## config.mk

```make
export PLATFORM = sky130hd
export DESIGN_NAME = bcd_time_counters
export DESIGN_NICKNAME = d
export VERILOG_FILES = /design/src/rtl/bcd_time_counters_pkg.sv /design/src/rtl/bcd_digit_counter.sv /design/src/rtl/bcd_time_counters.sv
export SDC_FILE = /design/constraint.sdc
export NUM_CORES = 1
export LEC_CHECK = 0
export ABC_AREA = 1
export BUFFER_PORTS_ARGS = -buffer_cell sky130_fd_sc_hd__buf_4
export CAP_MARGIN = 40
export CORE_ASPECT_RATIO = 1.4
export CORE_MARGIN = 2
export CORE_UTILIZATION = 35
export CTS_CLUSTER_SIZE = 14
export DETAILED_ROUTE_END_ITERATION = 8
export GPL_TIMING_DRIVEN = 0
export SETUP_SLACK_MARGIN = 0.15
export SLEW_MARGIN = 0
export SYNTH_ARGS = -nofsm -noshare
export SYNTH_HDL_FRONTEND = slang
export SYNTH_SLANG_ARGS = --single-unit
```

## constraint.sdc

```tcl
create_clock -name CP -period 1 [get_ports CP]
set_input_delay 0 -clock CP [delete_from_list [all_inputs] [get_ports CP]]
set_output_delay 0 -clock CP [all_outputs]
set_load 0.05 [all_outputs]
```

## src/rtl/bcd_time_counters_pkg.sv

```systemverilog
// Shared constants and the BCD digit type for the hh:mm counter slice.
package bcd_time_counters_pkg;

  localparam int DIGIT_W = 4;

  typedef logic [DIGIT_W-1:0] bcd_t;

  localparam int MOD_MIN_LO    = 10;
  localparam int MOD_MIN_HI    = 6;
  localparam int HOURS_PER_DAY = 24;

  localparam bcd_t MAX_UNITS       = 4'd9;
  localparam bcd_t MAX_MIN_HI      = 4'd5;
  localparam bcd_t MAX_HOUR_HI     = 4'd2;
  localparam bcd_t MAX_HOUR_LO_TOP = 4'd3;

endpackage

```

## src/rtl/bcd_digit_counter.sv

```systemverilog
// Single BCD digit counting 0..MODULUS-1; any state at or above the top value reloads 0.
module bcd_digit_counter
  import bcd_time_counters_pkg::*;
#(
  parameter int MODULUS = 10
) (
  input  logic CP,
  input  logic reset,
  input  logic EN,
  output bcd_t Cnt,
  output logic Wrap
);

  localparam bcd_t MAX_VAL = bcd_t'(MODULUS - 1);

  bcd_t r_cnt;

  // ">=" folds illegal codes into the normal wrap path.
  always_ff @(posedge CP or negedge reset) begin
    if (!reset) begin
      r_cnt <= '0;
    end else if (EN) begin
      if (r_cnt >= MAX_VAL) r_cnt <= '0;
      else                  r_cnt <= r_cnt + 4'd1;
    end
  end

  assign Cnt  = r_cnt;
  assign Wrap = EN && (r_cnt == MAX_VAL);

endmodule

```

## src/rtl/bcd_time_counters.sv

```systemverilog
// hh:mm BCD counter: minute units/tens digit counters plus a two-digit mod-24 hour block.
module bcd_time_counters
  import bcd_time_counters_pkg::*;
#(
  parameter bit HOUR_CARRY = 1'b0
) (
  input  logic CP,
  input  logic reset,
  input  logic min_en,
  input  logic hour_en,
  output bcd_t min_lo,
  output bcd_t min_hi,
  output bcd_t hour_lo,
  output bcd_t hour_hi,
  output logic min_carry
);

  logic [1:0] r_rst_sync;
  logic       w_rst_n;
  logic       w_min_lo_wrap;
  logic       w_min_hi_wrap;
  logic       w_hour_en;
  logic       w_hour_bad;
  bcd_t       r_hour_lo;
  bcd_t       r_hour_hi;

  // Assert passes straight through the flops' async clear; release takes two edges.
  always_ff @(posedge CP or negedge reset) begin
    if (!reset) r_rst_sync <= 2'b00;
    else        r_rst_sync <= {r_rst_sync[0], 1'b1};
  end

  assign w_rst_n = r_rst_sync[1];

  bcd_digit_counter #(.MODULUS(MOD_MIN_LO)) u_min_lo (
    .CP    (CP),
    .reset (w_rst_n),
    .EN    (min_en),
    .Cnt   (min_lo),
    .Wrap  (w_min_lo_wrap)
  );

  bcd_digit_counter #(.MODULUS(MOD_MIN_HI)) u_min_hi (
    .CP    (CP),
    .reset (w_rst_n),
    .EN    (w_min_lo_wrap),
    .Cnt   (min_hi),
    .Wrap  (w_min_hi_wrap)
  );

  // The tens wrap flag is exactly "min_en at 59".
  assign min_carry = w_min_hi_wrap;
  assign w_hour_en = hour_en || (HOUR_CARRY && min_carry);

  assign w_hour_bad = (r_hour_hi > MAX_HOUR_HI) || (r_hour_lo > MAX_UNITS) ||
                      ((r_hour_hi == MAX_HOUR_HI) && (r_hour_lo > MAX_HOUR_LO_TOP));

  always_ff @(posedge CP or negedge w_rst_n) begin
    if (!w_rst_n) begin
      r_hour_lo <= '0;
      r_hour_hi <= '0;
    end else if (w_hour_en) begin
      if (w_hour_bad ||
          ((r_hour_hi == MAX_HOUR_HI) && (r_hour_lo == MAX_HOUR_LO_TOP))) begin
        r_hour_lo <= '0;
        r_hour_hi <= '0;
      end else if (r_hour_lo == MAX_UNITS) begin
        r_hour_lo <= '0;
        r_hour_hi <= r_hour_hi + 4'd1;
      end else begin
        r_hour_lo <= r_hour_lo + 4'd1;
      end
    end
  end

  assign hour_lo = r_hour_lo;
  assign hour_hi = r_hour_hi;

endmodule

```

==> After elaboration in Yosys (flattened, before gate mapping) <==
Cells that the tools add are included.
{ "totals": {"out_inout_bits": 17, "rom_bits": 0, "word_cells": 34, "latch_bits": 0, "mem_bits_rw": 0, "reg_bits": 18, "mem_count": 0, "inputBits": 4} }
{ "classes": {"multipliers": 0, "n_eq_ne": 5, "n_bitwise": 0, "order_cmp": 5, "add_sub_neg": 4, "n_shift": 0, "div_mod_pow": 0, "mux": 6, "reduce_logical": 9} }
{ "ops": {"columns": ["op", "n"], "rows": [
  ["$mux W4", 6],
  ["$add A4 B1 Y4 const B", 4],
  ["$eq A4 B2 Y1 const B", 2],
  ["$eq A4 B4 Y1 const B", 2],
  ["$gt A4 B2 Y1 const B", 2],
  ["$eq A4 B3 Y1 const B", 1],
  ["$ge A4 B3 Y1 const B", 1],
  ["$ge A4 B4 Y1 const B", 1],
  ["$gt A4 B4 Y1 const B", 1],
  ["$logic_and A1 B1 Y1", 4],
  ["$logic_or A1 B1 Y1", 3],
  ["$reduce_and A2 Y1", 1],
  ["$reduce_bool A2 Y1", 1]
]} }

==> Depth between registers and ports, before layout <==
Gate-level depths: netlist of the first run.
{ "logic_depth": {"ltp_word": 6, "ltp_mapped": 10, "mapped_depth_nobuf": 10} }

==> Modules after synthesis <==
A second synthesis of the first run with hierarchy kept.
{ "unflattened": {"cells_unflattened": 140, "area_unflattened_um2": 1038.5} }
{ "modules_own_cells": {"columns": ["module", "n_inst", "cells_per_inst", "area_each_um2"], "rows": [
  ["bcd_time_counters", 1, 65, 519.2],
  ["bcd_digit_counter at u_min_lo", 1, 40, 262.8],
  ["bcd_digit_counter at u_min_hi", 1, 35, 256.5]
]} }

==> Least setup slack after synthesis of the first run <==
No wires, ideal clock.
{ "synth_timing": {"path_kind": "reg2out", "startpoint": "reg u_min_lo.r_cnt[0] (netlist: u_min_lo.Cnt[0])", "endpoint": "out min_carry", "n_path_buf": 0, "setup_slack_ns": -1.166, "path_stages_with_launch": 4, "arrival_ns": 2.166, "required_time_ns": 1.000, "cell_sequence": "dfrtp_1 -> ha_1 -> nand4_4 -> nor3_1"} }
{ "synth_between": {"elab_chain_cells": 3} }
{ "synth_lines": {"columns": ["item", "line", "source"], "rows": [
  ["start: declaration", "bcd_digit_counter.sv:16", "bcd_t r_cnt;"],
  ["start signal: assignment", "bcd_digit_counter.sv:24", "else r_cnt <= r_cnt + 4'd1;"],
  ["$eq A4 B4 Y1", "bcd_digit_counter.sv:29", "assign Wrap = EN && (r_cnt == MAX_VAL);"],
  ["$logic_and A1 B1 Y1 (2 in series)", "bcd_digit_counter.sv:29", null],
  ["end: declaration", "bcd_time_counters.sv:15", "output logic min_carry"]
]} }
Every way passes these cells.

==> Worst setup path in the final report of the first run <==
{ "layout_timing": {"startpoint": "reg u_min_hi.r_cnt[1] (netlist: u_min_hi.Cnt[1])", "endpoint": "out min_carry"} }
{ "layout_between": {"elab_chain_cells": 2} }
{ "layout_lines": {"columns": ["item", "line"], "rows": [
  ["start: declaration", "bcd_digit_counter.sv:16"],
  ["start signal: assignment", "bcd_digit_counter.sv:24"],
  ["$eq A4 B3 Y1", "bcd_digit_counter.sv:29"],
  ["$logic_and A1 B1 Y1", "bcd_digit_counter.sv:29"]
]} }
Every way passes these cells.

==> results.yml, run 1 <==
sta:
  setup_viol: 22
  fin_ws_ps: -355
  final_max_slew_viol_count: 0
  fin_skew_ps: 1.03
  fin_crit_ps: 1350
  fmax_ghz: 0.738
  hold_viol_final: 0
  timing.final.crit_share_pct: 135
  whs_ps: 19.4
  rsz0062_at_grt: "true"
finish:
  layout_common_cells: "nand2_1, buf_6, buf_4, dfrtp_2, inv_1"
  fillCellCount: 223
  fin_util_pct: 65.8
  drive_above_1_share_pct: 60.4
  final_common_cell: "nand2_1"
  num_antenna_cells: 0
  fin_nets: 177
  area_delta_synth_final_pct: 76.7
global_route:
  grt_pass1_vias: 920
  grt_max_degree: 17
  grt_pass1_wl_mm: 3.87
  antenna_found_initial: 0
  grt_overflow_total: 0
  grt_util_all_layers_pct: 15.6
route:
  drtPass1Iterations: 4
  num_vias: 899
  ant_nets: 0
  totalWireLength_mm: 2.34
  wire_per_inst_um: 11.7
  viasPerCell: 4.50
  drc: 0
  drtIter0Drc: 9
clock_network:
  insertion_delay_ps: 290
  root_buffer: "clkbuf_4"
  clock-sinks: 18
  h-tree-depth: 1
  path_clk_slew_ps: 100
  cts_tree: "done"
  cts_buffers: 3
  cts_max_path_buffers: 2
synth:
  synthTopCellsByArea: "dfrtp_1, ha_1, nand2_1, inv_1, xor2_1"
  synthCells: 117
  syn_area_um2: 995
  yosys.area.top_type: "dfrtp_1"
  synth_area_per_cell_um2: 8.50
  ys_types: 22
  synth_top_area_share_pct: 45.3
  seq_area_frac_synth_pct: 45.3
  ys_seq_elements: 18
  yosys_warnings: 0
  synth_nets: 129
placed_design:
  globalplace.congestion: 0.808
  port_buffers: 19
  post-dp-hpwl_mm: 1.44
floorplanning:
  die_h_um: 67.1
  rows: 22
  initial_core_util_pct: 37.3
  coreArea_um2: 2670
  die-area_um2: 3290
  ios: 21
  die_w_um: 49.1
worst_setup_path:
  start_kind: "flop"
  r2r_start: "u_min_lo.Cnt[1]"
  cp-end-kind: "output port"
  path_class: "reg2out"
  r2r.worst_path.cells: 9
  r2r_slack_ps: -320
  cp_data_required_time_ps: 1000
  cp_max_fo: 3
  timing.rr.end: "u_min_hi.Cnt[3]"
  critPathArrivalTime_ps: 1350
outcome:
  status: "finished with violations"
  violations: "negative setup slack"
run:
  drv_cap: 0
pwr:
  ir_drop_mv: 2.21
  p_leak_nw: 0.843
  p_per_area_nw_per_um2: 3100
  power.total_mw: 5.44
min_path:
  hold_path_class: "in2async"
critical path, stage by stage (launching register included):
cell	delay, ps
dfrtp_2	420
inv_2	100
ha_4	150
nand2_4	60
nor3_4	160
buf_6	180
synthesized netlist by cell type:
cell and count:
o21a_1 1, inv_2 1, o21ai_0 3, dfrtp_1 18
a21oi_1 1, conb_1 1, nand4_4 1, ha_1 8
o21ai_1 1, nor2_2 1, nand2_2 2, nand4_1 2
nand2_1 23, xnor2_1 2, nor3_1 1, inv_1 20
xor2_1 6, buf_4 1, o31ai_1 1, and2_1 1
nand3_1 9, nor2_1 13
logic make-up (layout without fill, tap and decap cells):
kind of cell,count (synthesis),in the layout,share of synthesized area (%)
AND/OR/NAND/NOR,53,53,24.5
buffers and inverters,22,69,8.68
flip-flops,18,18,45.3
adder cells (fa/ha/maj),8,8,10.1
XOR/XNOR,8,8,7.04
AO/OA/AOI/OAI,7,7,4.02
other,1,1,0.377
stage by stage:
| step | setup TNS (ps) | setup WS, ps | instances | area (µm²) |
|---|---|---|---|---|
| finish | -5060 | -355 | 200 | 1760 |
| global route | -6480 | -446 | 200 | 1760 |
| CTS | -4500 | -355 | 191 | 1560 |
| detailed placement | -3710 | -280 | 172 | 1260 |
| global placement | -3500 | -263 | 172 | 1260 |
| floorplan | -5380 | -364 | 117 | 1070 |
final cells by class:
cell class	instances	area, µm²	share of cell area [%]
multi-input cells	77	636	36.2
repair buffers	43	469	26.7
flip-flops and latches	18	468	26.6
inverters	21	96.3	5.48
well taps	36	45.0	2.56
clock buffers	4	36.3	2.06
plain buffers	1	7.51	0.427
report_power, final:
part,switching (mW),internal (mW),leakage (nW)
Clock,0.226,0.221,0.0210
Sequential,0.350,1.01,0.211
Combinational,2.03,1.60,0.612
Total,2.61,2.83,0.843
flip-flops by register name (all words and copies together) (netlist names):
register      count
hour_hi           4
r_rst_sync        2
hour_lo           4
u_min_lo.Cnt      4
u_min_hi.Cnt      4
repair_timing:
| item | CTS | global route |
|---|---|---|
| hold buffers | 4 | 1 |
| cloned | 0 | 0 |
| pin swaps | 2 | 6 |
| setup endpoints to repair | 33 | 49 |
| endpoints found under the hold margin | 6 | 2 |
| buffers inserted | 11 | 8 |
| resized for setup | 38 | 39 |
per-layer routing:
metal / routed length, µm / global-route usage (%) / share of wire, %
met1: 999 / 18.1 / 43
met2: 1270 / 28.8 / 54
met3: 57 / 2.02 / 2.4
met4: 17 / 6.43 / 0.73
met5: 0 / 0 / 0
worst max path at each step:
stage,from,to,slack [ps]
after floorplan,u_min_lo.Cnt[1],min_carry,-360
after global placement,hour_hi[0],hour_lo[3],-260
after detailed placement,u_min_lo.Cnt[0],u_min_lo.Cnt[0],-280
after CTS,u_min_hi.Cnt[1],min_carry,-350
after global routing,u_min_hi.Cnt[1],min_carry,-450
final,u_min_hi.Cnt[1],min_carry,-350
No activity file was read; power rests on OpenSTA's default activity.
==> inputs of run 2 (changes only) <==
--- a/config.mk
+++ b/config.mk
@@ -15,6 +15,7 @@
 export DETAILED_ROUTE_END_ITERATION = 8
 export GPL_TIMING_DRIVEN = 0
 export SETUP_SLACK_MARGIN = 0.15
+export SKIP_LAST_GASP = 1
 export SLEW_MARGIN = 0
 export SYNTH_ARGS = -nofsm -noshare
 export SYNTH_HDL_FRONTEND = slang
==> run 2 against run 1 <==
Compared with the run above:
- the run still ends with negative setup slack left
- count of clock-buffer cells in the layout stayed put
- die area stayed put
- sequential share of layout area increased by 0.66 points
- first-iteration DRC count grew 100%
- clock power about the same
- wire length decreased by 2.3%
- register-to-register slack worse by 30 ps
- worst hold slack about the same
- clock skew grew 1.2 ps
- setup slack better by 1.7 ps
- flip-flop and latch count unchanged
- global-route usage down 0.24 points
- critical endpoint unchanged
- largest cell class unchanged
==> results.yml, run 2 (synthesis gave the netlist of run 1 again) <==
outcome:
  status: "finished with violations"
  violations: "negative setup slack"
route:
  drc: 0
  num_vias: 887
  drtPass1Iterations: 3
  totalWireLength_mm: 2.29
  wire_per_inst_um: 11.5
  ant_nets: 0
  drtIter0Drc: 18
  viasPerCell: 4.46
global_route:
  grt_pass1_wl_mm: 3.80
  grt_max_degree: 17
  grt_overflow_total: 0
  antenna_found_initial: 0
  grt_pass1_vias: 890
  grt_util_all_layers_pct: 15.4
placed_design:
  post-dp-hpwl_mm: 1.44
  dp_worst_setup_slack_ps: -280
  globalplace.congestion: 0.808
  port_buffers: 19
floorplanning:
  die_h_um: 67.1
  ios: 21
  die_w_um: 49.1
  die-area_um2: 3290
  initial_core_util_pct: 37.3
  coreArea_um2: 2670
  rows: 22
clock_network:
  path_clk_slew_ps: 110
  insertion_delay_ps: 290
  clock-sinks: 18
  cts_tree: "done"
  h-tree-depth: 1
  cts_max_path_buffers: 2
  root_buffer: "clkbuf_4"
  cts_buffers: 3
worst_setup_path:
  r2r_start: "u_min_lo.Cnt[1]"
  cp-end-kind: "output port"
  r2r.worst_path.cells: 9
  worstPathCellList: "inv_2 -> ha_4 -> nand4_4 -> nor3_4 -> buf_6"
  cp_slowest_cell: "dfrtp_2"
  timing.rr.end: "u_min_lo.Cnt[0]"
  start_kind: "flop"
  slowest_delay_ps: 430
  path_class: "reg2out"
  critical-path-top-delay-family: "flip-flops"
  cp_data_required_time_ps: 1000
  cp.buffers_inverters: 2
  critPathArrivalTime_ps: 1350
  r2r_slack_ps: -350
  cp_max_fo: 2
sta:
  rsz0062_at_grt: "true"
  setup_viol: 23
  final_max_slew_viol_count: 0
  fin_ws_ps: -353
  timing.final.crit_share_pct: 135
  fmax_ghz: 0.739
  fin_skew_ps: 2.28
  hold_viol_final: 0
  fin_crit_ps: 1350
  whs_ps: 19.1
finish:
  drive_above_1_share_pct: 57.7
  num_antenna_cells: 0
  multi_input_area_um2: 613
  fillCellCount: 232
  seqCellArea_um2: 468
  layout_common_cells: "nand2_1, buf_6, dfrtp_2, inv_1, buf_4"
  area_delta_synth_final_pct: 72.5
  fin_nets: 176
run:
  drv_cap: 0
pwr:
  p_leak_nw: 0.818
  p_per_area_nw_per_um2: 3070
  ir_drop_mv: 2.15
min_path:
  hold_path_class: "in2async"
run 2: changes by cell type in the layout (fill, tap and decap cells not counted), sizes merged:
cell    change
inv         +1
clkinv      -1
buf         -1
run 2: metrics by stage:
step / util (%) / power, mW / TNS [ps] / instance area, µm² / std cells
finish: 64.2 / 5.27 / -5050 / 1720 / 199
global route: 64.2 / 5.63 / -6680 / 1720 / 199
CTS: 57.7 / 4.78 / -4550 / 1540 / 191
detailed placement: 47.3 / 3.71 / -3710 / 1260 / 172
global placement: 47.3 / 3.65 / -3500 / 1260 / 172
floorplan: - / 3.07 / -5380 / 1070 / 117
run 2: timing repair:
item / in CTS / in global routing
gates resized for setup: 32 / 34
pin swaps: 2 / 7
setup endpoints to repair: 33 / 49
cloned: 0 / 0
buffers inserted: 11 / 7
hold buffers: 4 / 1
hold endpoints to repair: 6 / 2
run 2: layout make-up:
class / count / area share [%]
well taps: 36 / 2.63
repair buffers: 42 / 26.9
inverters: 21 / 4.89
flip-flops and latches: 18 / 27.3
plain buffers: 1 / 0.438
multi-input cells: 77 / 35.7
clock buffers: 4 / 2.12
run 2: power breakdown:
| part | internal [mW] | total, mW | switching, mW |
|---|---|---|---|
| registers | 1.01 | 1.33 | 0.318 |
| logic | 1.51 | 3.50 | 1.98 |
| clock network | 0.221 | 0.447 | 0.225 |
run 2: how the worst max path moves through the flow:
stage	start	endpoint	slack, ps	depth (start not counted)
6_report	u_min_lo.Cnt[1]	min_carry	-350	5
5_1_grt	u_min_lo.Cnt[1]	min_carry	-450	5
4_1_cts	u_min_hi.Cnt[1]	min_carry	-350	5
3_5_place_dp	u_min_lo.Cnt[0]	u_min_lo.Cnt[0]	-280	7
3_3_place_gp	hour_hi[0]	hour_lo[3]	-260	10
2_1_floorplan	u_min_lo.Cnt[1]	min_carry	-360	4
run 2: routing by layer:
metal | wire length [µm] | global-route usage [%]
met5 | 0 | 0
met3 | 51 | 2.02
met1 | 974 | 18.0
met2 | 1240 | 28.1
met4 | 17 | 6.43
